--- src/rtl/operand2_imm_encoder.sv ---
// Sequential search for the ARM rotated-immediate {rot, imm8} encoding of a
// 32-bit constant; reports the smallest rotation or that none exists.
module operand2_imm_encoder #(
  parameter int N     = 32,
  parameter int IMM_W = 8
) (
  input  logic          clk,
  input  logic          rst_n,
  input  logic          start,
  input  logic [N-1:0]  value_in,
  output logic          busy,
  output logic          done,
  output logic          valid,
  output logic [11:0]   imm12_out,
  output logic          carry_out,
  output logic          carry_used
);

  typedef enum logic [1:0] {
    S_IDLE,
    S_SEARCH,
    S_DONE
  } state_t;

  state_t         r_state;
  state_t         w_next;
  logic [N-1:0]   r_work;
  logic [N-1:0]   r_orig;
  logic [3:0]     r_cnt;
  logic           r_valid;
  logic [11:0]    r_imm12;
  logic           r_carry;
  logic           r_cused;
  logic           w_hit;
  logic           w_last;
  logic           w_rot_nz;

  assign w_hit    = (r_work[N-1:IMM_W] == '0);
  assign w_last   = (r_cnt == 4'hF);
  assign w_rot_nz = (r_cnt != 4'h0);

  always_ff @(posedge clk or negedge rst_n) begin
    if (!rst_n) r_state <= S_IDLE;
    else        r_state <= w_next;
  end

  always_comb begin
    w_next = r_state;
    unique case (r_state)
      S_IDLE:   if (start) w_next = S_SEARCH;
      S_SEARCH: if (w_hit || w_last) w_next = S_DONE;
      S_DONE:   w_next = S_IDLE;
      default:  w_next = S_IDLE;
    endcase
  end

  // Rotating left by 2 per step undoes imm8 ROR 2*cnt, so the
  // first hit is the smallest legal rotation.
  always_ff @(posedge clk or negedge rst_n) begin
    if (!rst_n) begin
      r_work  <= '0;
      r_orig  <= '0;
      r_cnt   <= '0;
      r_valid <= 1'b0;
      r_imm12 <= '0;
      r_carry <= 1'b0;
      r_cused <= 1'b0;
    end else begin
      unique case (r_state)
        S_IDLE: begin
          if (start) begin
            r_work <= value_in;
            r_orig <= value_in;
            r_cnt  <= '0;
          end
        end
        S_SEARCH: begin
          if (w_hit) begin
            r_valid <= 1'b1;
            r_imm12 <= {r_cnt, r_work[IMM_W-1:0]};
            r_carry <= w_rot_nz & r_orig[N-1];
            r_cused <= w_rot_nz;
          end else if (w_last) begin
            r_valid <= 1'b0;
            r_imm12 <= '0;
            r_carry <= 1'b0;
            r_cused <= 1'b0;
          end else begin
            r_work <= {r_work[N-3:0], r_work[N-1:N-2]};
            r_cnt  <= r_cnt + 4'd1;
          end
        end
        default: begin
        end
      endcase
    end
  end

  assign busy       = (r_state == S_SEARCH) || (r_state == S_DONE);
  assign done       = (r_state == S_DONE);
  assign valid      = r_valid;
  assign imm12_out  = r_imm12;
  assign carry_out  = r_carry;
  assign carry_used = r_cused;

endmodule
--- config.mk ---
export PLATFORM = sky130hd
export DESIGN_NAME = operand2_imm_encoder
export DESIGN_NICKNAME = d
export VERILOG_FILES = /design/src/rtl/operand2_imm_encoder.sv
export SDC_FILE = /design/constraint.sdc
export NUM_CORES = 1
export LEC_CHECK = 0
export ABC_CLOCK_PERIOD_IN_PS = 4200
export BUFFER_PORTS_ARGS = -buffer_cell sky130_fd_sc_hd__buf_2
export CORE_MARGIN = 1.5
export CORE_UTILIZATION = 58
export CTS_CLUSTER_SIZE = 8
export DETAILED_ROUTE_END_ITERATION = 6
export PLACE_DENSITY = 0.84
export SLEW_MARGIN = 20
export SYNTH_ARGS = -nofsm -noshare
export SYNTH_HDL_FRONTEND = slang
export SYNTH_SLANG_ARGS = --single-unit
--- constraint.sdc ---
create_clock -name clk -period 4.2 [get_ports clk]
set_input_delay 0.21 -clock clk [delete_from_list [all_inputs] [get_ports clk]]
set_output_delay 0.21 -clock clk [all_outputs]
set_load 0.005 [all_outputs]
==> key figures <==
Run status
  • Status: complete, but fails checks
  • Violated checks: hold timing

Route
  • Vias per cell: around 6.3
  • Detailed Routing Iterations Pass 1: 4
  • DR WL/cell: around 16 um
  • DR vias: approximately 2100
  • Antenna-violating nets left: 0
  • Final WL: 5414 um
  • DR iter-0 viols: between 200 and 250
  • # DRC: 0

Timing
  • Endpoints failing setup: 0
  • RSZ-0062 raised after global routing: false
  • Fmax: between 0.3 and 0.4 GHz
  • Final hold viol count: 7
  • Hold Slack: -0.007229 ns
  • Final worst path period share: 67.56%
  • Clock skew: 0.01385 ns
  • Fin. max-slew vios: 0
  • Relative slew slack: between 20 and 30%
  • Post-route setup TNS: 0 ns
  • Slew @ Worst Pin: 1.052 ns
  • Minimum clock period: between 2 and 3 ns

Global route
  • GRT met3 Usage: 5.428%
  • Initial antenna violation count: 0
  • Vias in the first global route: slightly below 2000
  • Global route hottest layer: met2
  • Total track usage: 25.47%
  • Global Route met2 Usage: a little over two fifths
  • First-pass GRT wire length: 8866 um
  • Grt met1 use: about a third
  • Overflow after GRT: 0
  • Largest net degree at the start of global routing: 55

Worst hold path
  • Class of the worst hold path: input pin to asynchronous set/reset pin

Logic synthesis
  • Synth unique cells: 32
  • Synth Area per Inst: approximately 10 sq um
  • Mapped Nets: 279
  • Sequential area share after synthesis: 54.33%
  • Seq cells post-synth: 54
  • Cells after Synth: 238
  • Synthesized area: about 2500 sq um
  • YS warnings: 0

Cells and area
  • Ratio of cells with drive above 1 in the final layout: between 20% and 30%
  • FF/Latch Area: around 1400 sq um
  • Ant diodes: 0
  • Fillers: ~310
  • Layout Utilization: between 70% and 80%
  • Area delta synth->final: 14.44%
  • Nets@finish: 321
  • Area of the multi-input gates: 1026 sq um

Power and ir drop
  • Power share of the combinational group: between 30 and 40%
  • Clk pwr share: between 10% and 20%
  • Switching share of power: about two fifths
  • Switching power total: between 0.7 and 0.8 mW
  • Worst IR Drop VDD: approximately 0.5 mV
  • Pwr dens: roughly 670 nW/um^2
  • Pleak: 1.275 nW
  • Flop pwr share: around 45%
  • Internal power: between 1 and 1.5 mW

Worst setup path
  • Worst path most repeated cell: inv_1
  • Crit Path Max Fanout: 32
  • Critical Path Start Type: flop
  • Crit-path cells: inv_1 > ha_1 > buf_4 > inv_1 > nand2_1 > o22ai_1 > a21oi_1
  • Crit Path Category: flop to flop
  • Critical path origin: r_state[1]
  • Worst R2R Path Depth: 7
  • Reg-to-Reg Start: r_state[1]
  • Critical Path RT: about 4.4 ns
  • CP peak stage delay: 0.77 ns
  • Arrival time worst endpoint: 3.06 ns
  • Critical Path End Type: flop
  • Critical path's slowest cell: nand2_1

Clock tree
  • Clock slew seen by the registers of the worst setup and hold paths: ~0.1 ns
  • CTS Buf Count: 5
  • Setup Fix Bufs, Post-CTS: 0
  • CTS tree: yes
  • Hold buffer count at cts: 0
  • Post_cts resized: 0
  • Max clock buf depth: 2
  • Total clock sinks: 54
  • Htree depth: 2
  • CTS Root Cell: clkbuf_8
  • Clock Latency Late Sink: 0.31 ns

Flow run
  • Max-Cap Viols: 0

Floorplanning
  • Die ar.: between 4000 and 5000 sq um
  • # IOs: 52
  • Die X: 68.49 um
  • Row count: 23
  • Die Y: approximately 68 um
  • Starting density of the core: 61.30%
  • Core ar.: 4058 sq um

Placed design
  • Port Buffers: between 50 and 60
  • HPWL after DPL: approximately 3600 um
  • Placer Congestion: slightly below 0.8
==> through the flow <==
step                      hold WS, ns  setup slack [ns]  power, mW  instances  instance area, sq um
after floorplan              -0.08559             2.338      1.378        238                  2487
after global placement         0.3670             1.474      1.528        323                  2740
after detailed placement       0.3671             1.395      1.562        323                  2740
after CTS                     0.03036             1.388      1.900        331                  2846
after global routing          0.07475             1.074      2.035        331                  2846
final                       -0.007229             1.363      1.901        331                  2846
==> cells in the final DEF (no fill, tap or decap), types with 5 or more instances in the layout <==
master and instances:
a21oi_1 33, a22o_1 13, buf_2 51, clkbuf_8 5, dfrtp_1 54, ha_1 6, inv_1 6, nand2_1 6
o21ai_0 27, o22ai_1 40
==> routing by layer <==
layer,wire length (um),share of wire [%]
met1,2468,46
met2,2603,48
met3,279,5.2
met4,63,1.2
met5,0,0
==> path summary, 6_finish.rpt <==
kind                                end  slack [ns]
setup / recovery             r_work[25]        1.36
hold / removal             imm12_out[8]      -0.007
setup reg to reg             r_work[25]        1.36
hold reg to reg                   valid        0.49
max in group asynchronous    r_state[0]        3.75
min in group clk             r_orig[31]        0.17
==> cell type report <==
type	instances	area share, %
well taps	50	2.198
repair buffers	54	9.758
clock inverters	1	1.055
flip-flops and latches	54	47.47
multi-input cells	159	36.04
inverters	6	0.7912
clock buffers	7	2.681
==> cell usage after synthesis (all sizes together) <==
| cell | count | area (sq um) |
|---|---|---|
| nand2 | 6 | 22.52 |
| mux2 | 3 | 33.78 |
| nand4 | 4 | 25.02 |
| a2bb2oi | 1 | 8.760 |
| nor4 | 6 | 62.56 |
| and3 | 1 | 6.260 |
| buf | 6 | 38.78 |
| nand2b | 1 | 6.260 |
| o22ai | 40 | 250.2 |
| o21ai | 28 | 140.1 |
| nor2 | 4 | 15.01 |
| nor2b | 1 | 6.260 |
| a22o | 13 | 113.9 |
| nand3 | 1 | 5.000 |
| clkbuf | 13 | 48.80 |
| o31ai | 1 | 7.510 |
| or2 | 1 | 6.260 |
| a21oi | 33 | 165.2 |
| dfrtp | 54 | 1351 |
| o22a | 1 | 8.760 |
| a32o | 1 | 10.01 |
| ha | 6 | 75.07 |
| inv | 6 | 22.52 |
| a31oi | 3 | 18.77 |
| and2 | 1 | 6.260 |
| a21o | 2 | 22.52 |
| nor3 | 1 | 10.01 |
==> worst max-delay path: cells and delay by family, from the launching register on <==
kind	cells	cell delay, ns
AND/OR/NAND/NOR	1	0.77
AO/OA/AOI/OAI	2	0.40
buffers and inverters	3	0.61
flip-flops	1	0.40
adder cells (fa/ha/maj)	1	0.57
==> registers in the layout, indices dropped and copies added, names as in the netlist <==
register	cells
r_cnt	4
imm12_out	12
carry_used	1
valid	1
r_work	32
r_state	2
carry_out	1
r_orig	1
==> logic make-up after synthesis <==
kind of cell             share of synthesized area, %
AO/OA/AOI/OAI                                   29.98
adder cells (fa/ha/maj)                         3.018
buffers and inverters                           4.426
flip-flops                                      54.33
multiplexers                                    1.358
AND/OR/NAND/NOR                                 6.892
==> power groups by stage <==
stage / clock [mW] / combinational [mW] / sequential, mW
after floorplan: 0 / 0.561 / 0.817
after global placement: 0 / 0.670 / 0.859
after detailed placement: 0 / 0.699 / 0.864
after CTS: 0.343 / 0.702 / 0.855
after global routing: 0.359 / 0.795 / 0.881
final: 0.338 / 0.703 / 0.859
Power figures use the tool's default switching activity.
